`src/rtl/seg7_number_display.sv`:
```
// rtl/seg7_number_display.sv - binary to decimal/hex active-low 7-segment display driver
module seg7_number_display #(
  parameter int WIDTH       = 8,
  parameter int DIGITS      = 3,
  parameter bit BLANK_ZEROS = 1'b1
) (
  input  logic                  clock,
  input  logic                  reset,
  input  logic [WIDTH-1:0]      value,
  input  logic                  mode,
  output logic [DIGITS*7-1:0]   seg,
  output logic                  busy,
  output logic                  valid,
  output logic                  overflow
);

  localparam int BW = 4 * DIGITS;
  localparam int CW = $clog2(WIDTH + 1);
  localparam int HW = (WIDTH > BW) ? WIDTH : BW;

  localparam logic [6:0] SEG_BLANK = 7'b1111111;
  localparam logic [6:0] SEG_DASH  = 7'b0111111;

  // Out-of-range parameters stop elaboration.
  if (WIDTH < 1 || WIDTH > 26) begin : g_bad_width
    $error("seg7_number_display: WIDTH must be in 1..26");
  end
  if (DIGITS < 1 || DIGITS > 8) begin : g_bad_digits
    $error("seg7_number_display: DIGITS must be in 1..8");
  end

  typedef enum logic [1:0] {
    S_IDLE  = 2'd0,
    S_SHIFT = 2'd1,
    S_DONE  = 2'd2
  } state_t;

  state_t              state_q, state_d;
  logic [CW-1:0]       cnt_q, cnt_d;
  logic [WIDTH-1:0]    snap_q, snap_d;
  logic                mode_q, mode_d;
  logic [BW-1:0]       bcd_q, bcd_d;
  logic                sticky_q, sticky_d;
  logic [DIGITS*7-1:0] seg_q, seg_d;
  logic                overflow_q, overflow_d;
  logic                valid_q, valid_d;

  logic [BW-1:0]       bcd_adj;
  logic [HW-1:0]       hex_ext;
  logic                hex_ov;
  logic                disp_ov;
  logic [DIGITS*7-1:0] disp_seg;

  function automatic logic [6:0] seg_code(input logic [3:0] d);
    logic [6:0] c;
    case (d)
      4'h0:    c = 7'b1000000;
      4'h1:    c = 7'b1111001;
      4'h2:    c = 7'b0100100;
      4'h3:    c = 7'b0110000;
      4'h4:    c = 7'b0011001;
      4'h5:    c = 7'b0010010;
      4'h6:    c = 7'b0000010;
      4'h7:    c = 7'b1111000;
      4'h8:    c = 7'b0000000;
      4'h9:    c = 7'b0010000;
      4'hA:    c = 7'b0001000;
      4'hB:    c = 7'b0000011;
      4'hC:    c = 7'b1000110;
      4'hD:    c = 7'b0100001;
      4'hE:    c = 7'b0000110;
      default: c = 7'b0001110;
    endcase
    return c;
  endfunction

  // Add-3 correction of every BCD nibble that would reach 10 or more after the shift.
  always_comb begin
    bcd_adj = '0;
    for (int i = 0; i < DIGITS; i++) begin
      if (bcd_q[4*i +: 4] >= 4'd5) begin
        bcd_adj[4*i +: 4] = bcd_q[4*i +: 4] + 4'd3;
      end else begin
        bcd_adj[4*i +: 4] = bcd_q[4*i +: 4];
      end
    end
  end

  // Hex view of the snapshot, zero-extended, plus detection of bits beyond the last digit.
  always_comb begin
    hex_ext = HW'(snap_q);
    hex_ov  = 1'b0;
    for (int i = BW; i < HW; i++) begin
      hex_ov = hex_ov | hex_ext[i];
    end
  end

  // Digit selection, overflow dashes and leading-zero blanking for the finished result.
  always_comb begin
    logic       lead_zero;
    logic [3:0] dig;
    disp_seg  = '1;
    disp_ov   = mode_q ? hex_ov : sticky_q;
    lead_zero = 1'b1;
    dig       = 4'h0;
    for (int i = DIGITS - 1; i >= 0; i--) begin
      dig = mode_q ? hex_ext[4*i +: 4] : bcd_q[4*i +: 4];
      if (disp_ov) begin
        disp_seg[7*i +: 7] = SEG_DASH;
      end else if (BLANK_ZEROS && lead_zero && (i > 0) && (dig == 4'h0)) begin
        disp_seg[7*i +: 7] = SEG_BLANK;
      end else begin
        disp_seg[7*i +: 7] = seg_code(dig);
      end
      lead_zero = lead_zero & (dig == 4'h0);
    end
  end

  // Next-state and datapath updates for capture, shifting and the atomic output update.
  always_comb begin
    state_d    = state_q;
    cnt_d      = cnt_q;
    snap_d     = snap_q;
    mode_d     = mode_q;
    bcd_d      = bcd_q;
    sticky_d   = sticky_q;
    seg_d      = seg_q;
    overflow_d = overflow_q;
    valid_d    = valid_q;
    case (state_q)
      S_IDLE: begin
        snap_d   = value;
        mode_d   = mode;
        bcd_d    = '0;
        sticky_d = 1'b0;
        cnt_d    = '0;
        state_d  = S_SHIFT;
      end
      S_SHIFT: begin
        if (!mode_q) begin
          bcd_d  = {bcd_adj[BW-2:0], snap_q[WIDTH-1]};
          snap_d = snap_q << 1;
          if (bcd_adj[BW-1]) begin
            sticky_d = 1'b1;
          end
        end
        cnt_d = cnt_q + CW'(1);
        if (cnt_q == CW'(WIDTH - 1)) begin
          state_d = S_DONE;
        end
      end
      S_DONE: begin
        seg_d      = disp_seg;
        overflow_d = disp_ov;
        valid_d    = 1'b1;
        state_d    = S_IDLE;
      end
      default: begin
        state_d = S_IDLE;
      end
    endcase
  end

  // State and datapath registers; reset discards any conversion in flight.
  always_ff @(posedge clock or posedge reset) begin
    if (reset) begin
      state_q    <= S_IDLE;
      cnt_q      <= '0;
      snap_q     <= '0;
      mode_q     <= 1'b0;
      bcd_q      <= '0;
      sticky_q   <= 1'b0;
      seg_q      <= '1;
      overflow_q <= 1'b0;
      valid_q    <= 1'b0;
    end else begin
      state_q    <= state_d;
      cnt_q      <= cnt_d;
      snap_q     <= snap_d;
      mode_q     <= mode_d;
      bcd_q      <= bcd_d;
      sticky_q   <= sticky_d;
      seg_q      <= seg_d;
      overflow_q <= overflow_d;
      valid_q    <= valid_d;
    end
  end

  assign seg      = seg_q;
  assign overflow = overflow_q;
  assign valid    = valid_q;
  assign busy     = (state_q != S_IDLE);

endmodule

```
`config.mk`:
```
export PLATFORM = sky130hd
export DESIGN_NAME = seg7_number_display
export DESIGN_NICKNAME = d
export VERILOG_FILES = /design/src/rtl/seg7_number_display.sv
export SDC_FILE = /design/constraint.sdc
export NUM_CORES = 1
export LEC_CHECK = 0
export ABC_AREA = 1
export CAP_MARGIN = 20
export CORE_MARGIN = 2
export CORE_UTILIZATION = 57
export CTS_CLUSTER_SIZE = 10
export DETAILED_ROUTE_END_ITERATION = 12
export GPL_TIMING_DRIVEN = 0
export PLACE_DENSITY = 0.8
export SYNTH_ARGS = -nofsm -noshare
export SYNTH_HDL_FRONTEND = slang
export SYNTH_SLANG_ARGS = --single-unit
```
`constraint.sdc`:
```
create_clock -name clock -period 2.14 [get_ports clock]
set_input_delay 0.321 -clock clock [delete_from_list [all_inputs] [get_ports clock]]
set_output_delay 0.321 -clock clock [all_outputs]
set_load 0.01 [all_outputs]
```
==> results of run 1 <==
## cell families (layout without fill, tap and decap cells)
family,count (synthesis),after routing,synth area share
AO/OA/AOI/OAI,86,86,0.154
buffers and inverters,67,110,0.0863
adder cells (fa/ha/maj),27,27,0.104
AND/OR/NAND/NOR,195,195,0.243
flip-flops,51,51,0.399
XOR/XNOR,5,5,0.0134
## metal layers
| metal | part of all wire | vias to the layer above | routed length [µm] | track usage |
|---|---|---|---|---|
| li1 | - | 1472 | - | - |
| met1 | 0.46 | 1355 | 3250 | 0.320 |
| met2 | 0.47 | 78 | 3340 | 0.403 |
| met3 | 0.053 | 9 | 371 | 0.0464 |
| met4 | 0.012 | 0 | 82 | 0.0672 |
| met5 | 0 | - | 0 | 0 |
## what timing repair did
action                                 in CTS  in global routing
setup endpoints to repair                   2                 11
endpoints found under the hold margin       0                  0
resized for setup                           1                  4
cloned                                      0                  0
## flip-flops by register name, summed over array words and instances, names as in the netlist
signal,cells
seg,21
bcd_q,12
snap_q,8
cnt_q,4
state_q,2
mode_q,1
overflow,1
sticky_q,1
valid,1
## cell usage in the layout (no fill, tap or decap), types with 2 or more instances in the layout
cell              n
o21ai_2           2
o21ai_1           5
o211ai_1          2
dfstp_2          21
a31oi_1           7
nand2_2           5
a21oi_1          15
o22ai_1          12
o21ai_0          36
or2_2             2
nand3_1          24
ha_1             27
inv_2             4
o32ai_1           3
nor2_2            3
o21ai_4           2
bufinv_16         2
buf_2             6
buf_6             3
nand2_1          98
dfrtp_1          30
clkbuf_8          5
xor2_1            5
clkdlybuf4s50_1  34
inv_1            52
nor2_1           60
## worst reg2reg max path, cell delays in order (launching register included)
cell     delay (ps)
dfrtp_1         380
buf_6           140
buf_6           150
nor2_2          240
inv_1           140
ha_1            260
nand2_1         140
nand2_1          90
nor2_1          210
a31oi_1         130
## path summary, 6_finish.rpt
| kind | from | to | slack, ps | depth (start not counted) |
|---|---|---|---|---|
| max | state_q[1] | busy | 160 | 3 |
| min | reset | valid | 320 | 2 |
| max reg2reg | mode_q | seg[17] | 180 | 9 |
| min reg2reg | cnt_q[3] | state_q[1] | 430 | 1 |
| max in group asynchronous | reset | seg[15] | 1250 | 3 |
| min in group clock | cnt_q[3] | state_q[1] | 430 | 1 |
## final cells by class
class	instances	area, µm²	area share
buffer	10	67.6	0.0175
clock buffer	5	68.8	0.0178
clock inverter	3	67.6	0.0175
inverter	57	214	0.0555
multi-input combinational	313	1690	0.437
sequential	51	1300	0.338
tap	72	90.1	0.0234
timing repair buffer	35	360	0.0934
## metrics by stage
| stage | setup TNS [ps] | utilization | std cells | instance area (µm²) |
|---|---|---|---|---|
| 6_report | 0 | 0.701 | 546 | 3860 |
| 5_1_grt | 0 | 0.701 | 546 | 3860 |
| 4_1_cts | 0 | 0.699 | 546 | 3850 |
| 3_5_place_dp | -8.34 | 0.674 | 538 | 3710 |
| 3_3_place_gp | -10530 | 0.671 | 537 | 3690 |
| 2_1_floorplan | 0 | - | 431 | 3260 |
## where the power goes
| group | total, mW | leakage, nW | switching, mW | internal (mW) |
|---|---|---|---|---|
| combinational | 0.717 | 1.16 | 0.402 | 0.315 |
| clock | 0.790 | 0.0644 | 0.324 | 0.466 |
| sequential | 1.20 | 0.612 | 0.0782 | 1.13 |
==> impl_metrics.toml, run 1 <==
[sta]
max_freq_mhz = 505
finalWorstSetupSlack_ps = 161
slew_headroom = 0.639
finalSetupViolCount = 0
rsz0062_at_grt = "false"
hold_viol = 0
min_period_over_period = 0.925
drv_slew = 0
tightest_slew_ps = 538
fin_skew_ps = 8.81
period_needed_ps = 1980
fin_hold_ws_ps = 324

[drt]
drc = 0
wl_per_cell_um = 12.9
ant_nets = 0
drt-total-wl_mm = 7.04
vias = 2914
drt-vias-per-instance = 5.34
dr.pass1.iters = 4
first_iter_violations = 153

[floorplan]
dieArea_um2 = 6340
io_pins = 35
die_w_um = 79.6
start_util = 0.592
die_y_um = 79.6
rows = 27
core_um2 = 5510

[global_routing]
track_usage = 0.241
grt_max_degree = 33
grt_pass1_vias = 2705
grt_pass1_wl_mm = 12.2
antenna_found_initial = 0
gr-total-overflow = 0

[place]
dp_hpwl_mm = 5.28
portBuffers = 34
post-place-ws_ps = -8.34
place_congestion = 0.915

[clocking]
cts_num_sinks = 51
hold_buffers = 0
path_clk_slew_ps = 100
clock_latency_ps = 310
cts_inserted_buffers = 5
cts_tree = "built"
cts-root-buf = "clkbuf_8"
clock_path_buffers = 2
post-cts-setup-buffers = 0
htreeDepth = 2

[status]
status = "complete, no violations"

[worst_setup_path]
cp_top_family = "buffers and inverters"
crit_type = "reg -> out"
start_kind = "flip-flop"
arrival_ps = 1660
cp_slowest_stage_delay_ps = 500
critPathCaptureType = "primary output"
cpMaxStageDelayCell = "clkdlybuf4s50_1"
path_cells = "nor2_1, inv_1, clkdlybuf4s50_1"
cp_max_fo = 6
worst-path-buf-inv = 2
cp.required_ps = 1820

[logic_synthesis]
synthTopCellsByCount = "nand2_1, nor2_1, inv_1"
netlist_area_um2 = 3260
yosysMostFrequentCell = "nand2_1"
synth_warnings = 0
synth_cell_types = 30
synth_area_leaders = "dfrtp_1, dfstp_2, nand2_1"
synth-edff-count = 0
async_reset_ff_frac = 1.00
syn_nets = 469
ys_seq_area_frac = 0.399
synth_top_area_cell = "dfrtp_1"
synth_ff_type = "dfrtp_1"
syn_inst = 431
netlist.area_leader.share = 0.230
avgSynthCellArea_um2 = 7.57
ys_ff_latch = 51

[pwr]
p_leak_nw = 1.83
p_per_area_nw_per_um2 = 703
power.total_mw = 2.71
peakVddDrop_uv = 387

[min_path]
min_path_type = "in -> async"

[flow_run]
drv_cap = 0

[final_layout]
n_fill_cell = 459
areaGrowthSynthToFinish_pct = 18.3
drive_above_1_share = 0.122
num_antenna_cells = 0
nets = 511
Note: power is estimated with default switching activity, not from simulation.
==> inputs of run 2 (changes only) <==
- CORE_UTILIZATION: 57 -> 40
- PLACE_DENSITY: 0.8 -> default
==> run 2 against run 1 <==
Against the previous run:
- combinational power is essentially flat
- die area grew 40%
- highest routed layer unchanged
- clock skew shrank 1.5 ps
- critical path depth is the same
- setup slack gained 21 ps
- largest power group unchanged
- first-iteration DRC count shrank 8.5%
- hold slack is essentially flat
==> impl_metrics.toml, run 2 (synthesis gave the netlist of run 1 again) <==
[final_layout]
drive_above_1_share = 0.122
layout_commonest_cell = "nand2_1"
nets = 511
final_cell_mix = "nand2_1, nor2_1, inv_1"
largest_reg_flops = 21
final_core_util = 0.497
seqCellArea_um2 = 1300
multi_input_area_um2 = 1690
areaGrowthSynthToFinish_pct = 19.1
num_antenna_cells = 0
final_area_um2 = 3880
instances_no_fill = 576
n_fill_cell = 789

[clocking]
cts_resized = 1
htreeDepth = 2
clock_path_buffers = 2
hold_buffers = 0
path_clk_slew_ps = 100
cts-root-buf = "clkbuf_8"
clock_latency_ps = 310
cts_inserted_buffers = 5
cts_tree = "built"
cts_num_sinks = 51
post-cts-setup-buffers = 0

[sta]
setup_tns_ps = 0
rsz0062_at_grt = "false"
finalSetupViolCount = 0
period_needed_ps = 1960
min_period_over_period = 0.915
max_freq_mhz = 511
fin_skew_ps = 7.30
slew_headroom = 0.625
hold_viol = 0
tightest_slew_ps = 562
drv_slew = 0

[worst_setup_path]
critPathCaptureType = "primary output"
r2r_start = "mode_q"
crit_start = "state_q[1]"
crit_type = "reg -> out"
cp_max_fo = 6
cp.required_ps = 1820
arrival_ps = 1640
start_kind = "flip-flop"

[drt]
drt-total-wl_mm = 7.22
vias = 2826
dr.pass1.iters = 4
wl_per_cell_um = 12.5
drc = 0
drt-vias-per-instance = 4.91
ant_nets = 0
first_iter_violations = 140

[global_routing]
gr-total-overflow = 0
grt_max_degree = 32
track_usage = 0.176
grt_pass1_wl_mm = 12.4
antenna_found_initial = 0
grt_pass1_vias = 2677

[place]
place_area_um2 = 3750
dp_cells = 568
place_congestion = 0.909
dp_hpwl_mm = 5.42
portBuffers = 34

[pwr]
p_per_area_nw_per_um2 = 681
seqPwrFrac = 0.455
peakVddDrop_uv = 277
p_switching_uw = 831
p_sw_frac = 0.314
p_leak_nw = 1.83
p_int_mw = 1.81
pwr-share-comb = 0.270
pwr-share-clk = 0.275

[floorplan]
io_pins = 35
rows = 32
core_um2 = 7810
die_y_um = 94.3
start_util = 0.418
die_w_um = 94.3
dieArea_um2 = 8890

[status]
status = "complete, no violations"

[min_path]
min_path_type = "in -> async"

[flow_run]
drv_cap = 0
run 2: through the flow:
stage | total power [mW] | setup slack [ps] | hold WS (ps)
2_1_floorplan | 1.66 | 360 | 409
3_3_place_gp | 1.92 | -487 | 427
3_5_place_dp | 1.94 | -33.2 | 424
4_1_cts | 2.68 | 2.52 | 340
5_1_grt | 2.81 | 1.61 | 386
6_report | 2.64 | 182 | 324
run 2: power by group through the flow:
stage          Combinational [mW]  Clock [mW]  Sequential (mW)
2_1_floorplan               0.418           0             1.25
3_3_place_gp                0.702           0             1.22
3_5_place_dp                0.716           0             1.22
4_1_cts                     0.719       0.757             1.21
5_1_grt                     0.804       0.787             1.22
6_report                    0.714       0.726             1.20
run 2: per-layer routing:
metal / vias to the layer above / wire (µm) / GRT usage
li1: 1472 / - / -
met1: 1294 / 3650 / 0.244
met2: 54 / 3230 / 0.281
met3: 6 / 256 / 0.0297
met4: 0 / 75 / 0.0519
met5: - / 0 / 0
run 2: final timing paths:
path,to,slack (ps),depth (start not counted)
setup / recovery,busy,180,3
hold / removal,bcd_q[1],320,2
setup reg to reg,seg[0],240,11
hold reg to reg,state_q[1],440,1
max in group asynchronous,seg[11],1220,3
min in group clock,state_q[1],440,1
run 2: area by class of cell:
| class | count | share of cell area |
|---|---|---|
| tap | 102 | 0.0329 |
| inverter | 57 | 0.0551 |
| multi-input combinational | 313 | 0.434 |
| buffer | 10 | 0.0174 |
| clock inverter | 1 | 0.00193 |
| timing repair buffer | 35 | 0.0928 |
| clock buffer | 7 | 0.0306 |
| sequential | 51 | 0.335 |
run 2: critical path, stage by stage, from the launching register on:
cell             delay (ps)
dfrtp_1                 460
nor2_2                  240
inv_1                   140
clkdlybuf4s50_1         500
==> inputs of run 3 (changes only) <==
- PLACE_DENSITY: default -> 0.66
==> run 3 against run 2 <==
Against the previous run:
- hold slack better by 8.0 ps
- die area unchanged
- sequential power about the same
- power down 5.8%
- routed wire length up 0.32%
- sequential cell count unchanged
- first-iteration DRC count down 1.4%
- register-to-register slack worse by 20 ps
- fmax down 0.59%
==> impl_metrics.toml, run 3 (synthesis gave the netlist of run 1 again) <==
[status]
status = "complete, no violations"

[sta]
min_period_over_period = 0.920
rsz0062_at_grt = "false"
finalSetupViolCount = 0
fin_skew_ps = 10.1
hold_viol = 0
drv_slew = 0
slew_headroom = 0.637
setup_tns_ps = 0
period_needed_ps = 1970
max_freq_mhz = 508
tightest_slew_ps = 540

[clocking]
htreeDepth = 2
cts_num_sinks = 51
cts-root-buf = "clkbuf_8"
cts_inserted_buffers = 5
path_clk_slew_ps = 100
clock_latency_ps = 300
cts_tree = "built"
clock_path_buffers = 2

[drt]
dr.pass1.iters = 4
vias = 2818
dr_wl_met2_mm = 3.34
drc = 0
drt-total-wl_mm = 7.24
met3_length_um = 253
first_iter_violations = 138
dr.max_layer_used = "met4"
drt-vias-per-instance = 4.89
wl_per_cell_um = 12.6
drt-met1-wl_mm = 3.61
ant_nets = 0

[pwr]
pwr-share-clk = 0.227
pwr-share-comb = 0.288
p_leak_nw = 1.82
peakVddDrop_uv = 321
seqPwrFrac = 0.485
p_int_mw = 1.67
p_switching_uw = 818
power.total_mw = 2.49
p_sw_frac = 0.329
p_per_area_nw_per_um2 = 648

[worst_setup_path]
endpoint = "busy"
crit_type = "reg -> out"
crit_start = "state_q[1]"
cp.required_ps = 1820
critPathCaptureType = "primary output"
worstReg2RegEnd = "seg[17]"
rrSetupSlack_ps = 220
r2r_start = "mode_q"
arrival_ps = 1650
reg2reg_depth = 9
start_kind = "flip-flop"
cp_max_fo = 6

[final_layout]
num_antenna_cells = 0
n_fill_cell = 806
final_cell_mix = "nand2_1, nor2_1, inv_1"
layout_commonest_cell = "nand2_1"
nets = 511
drive_above_1_share = 0.122
areaGrowthSynthToFinish_pct = 17.8
final_core_util = 0.492
largest_reg_flops = 21

[floorplan]
core_um2 = 7810
rows = 32
die_y_um = 94.3
start_util = 0.418
dieArea_um2 = 8890
io_pins = 35
die_w_um = 94.3

[flow_run]
drv_cap = 0

[min_path]
min_path_type = "in -> async"

[global_routing]
grt_pass1_vias = 2682
track_usage = 0.174
grt_max_degree = 33
grt_pass1_wl_mm = 12.4
gr-total-overflow = 0
antenna_found_initial = 0

[place]
dp_hpwl_mm = 5.39
place_congestion = 0.906
portBuffers = 34
-- run 3: cell types whose count changed in the layout (fill, tap and decap cells not counted) --
cell        before  now
clkbuf_16        2    0
inv_4            0    2
clkinv_2         0    1
clkinvlp_4       1    0
-- run 3: power by group through the flow --
| stage | registers [mW] | clock network (mW) | logic, mW |
|---|---|---|---|
| final | 1.21 | 0.565 | 0.717 |
| after global placement | 1.22 | 0 | 0.697 |
| after floorplan | 1.25 | 0 | 0.418 |
| after detailed placement | 1.22 | 0 | 0.718 |
| after global routing | 1.22 | 0.627 | 0.816 |
| after CTS | 1.20 | 0.585 | 0.723 |
-- run 3: cell type report --
class / instances / area [µm²] / area share
Buffer: 10 / 67.6 / 0.0176
Clock buffer: 5 / 68.8 / 0.0179
Clock inverter: 3 / 17.5 / 0.00456
Inverter: 57 / 214 / 0.0557
Multi-Input combinational cell: 313 / 1690 / 0.438
Sequential cell: 51 / 1300 / 0.339
Tap cell: 102 / 128 / 0.0332
Timing Repair Buffer: 35 / 360 / 0.0938
-- run 3: per-layer routing --
layer / up-vias / GRT usage
met2: 52 / 0.289
met3: 2 / 0.0329
met1: 1295 / 0.243
li1: 1469 / -
met5: - / 0
met4: 0 / 0.0266
-- run 3: critical path, cell delays in order, from the launching register on --
cell and delay [ps]:
dfrtp_1 460, nor2_2 250, inv_1 140, clkdlybuf4s50_1 500
-- run 3: how the worst min path moves through the flow --
stage / from / endpoint / depth (start not counted)
3_3_place_gp: cnt_q[3] / state_q[1] / 1
4_1_cts: reset / overflow / 2
6_report: reset / overflow / 2
2_1_floorplan: cnt_q[3] / state_q[1] / 1
3_5_place_dp: cnt_q[3] / state_q[1] / 1
5_1_grt: reset / overflow / 2
-- run 3: metrics by stage --
step,hold WS [ps],cell area [µm²],setup slack (ps),cells
after floorplan,409,3260,360,431
after global placement,428,3730,-498,567
after detailed placement,426,3750,4.15,568
after CTS,341,3840,21.7,576
after global routing,384,3840,46.4,576
final,332,3840,171,576
-- run 3: what timing repair did --
item | in CTS | in global routing
endpoints found under the setup margin | 3 | 11
hold buffers | 0 | 0
setup buffers | 0 | 0
gates resized for setup | 2 | 3
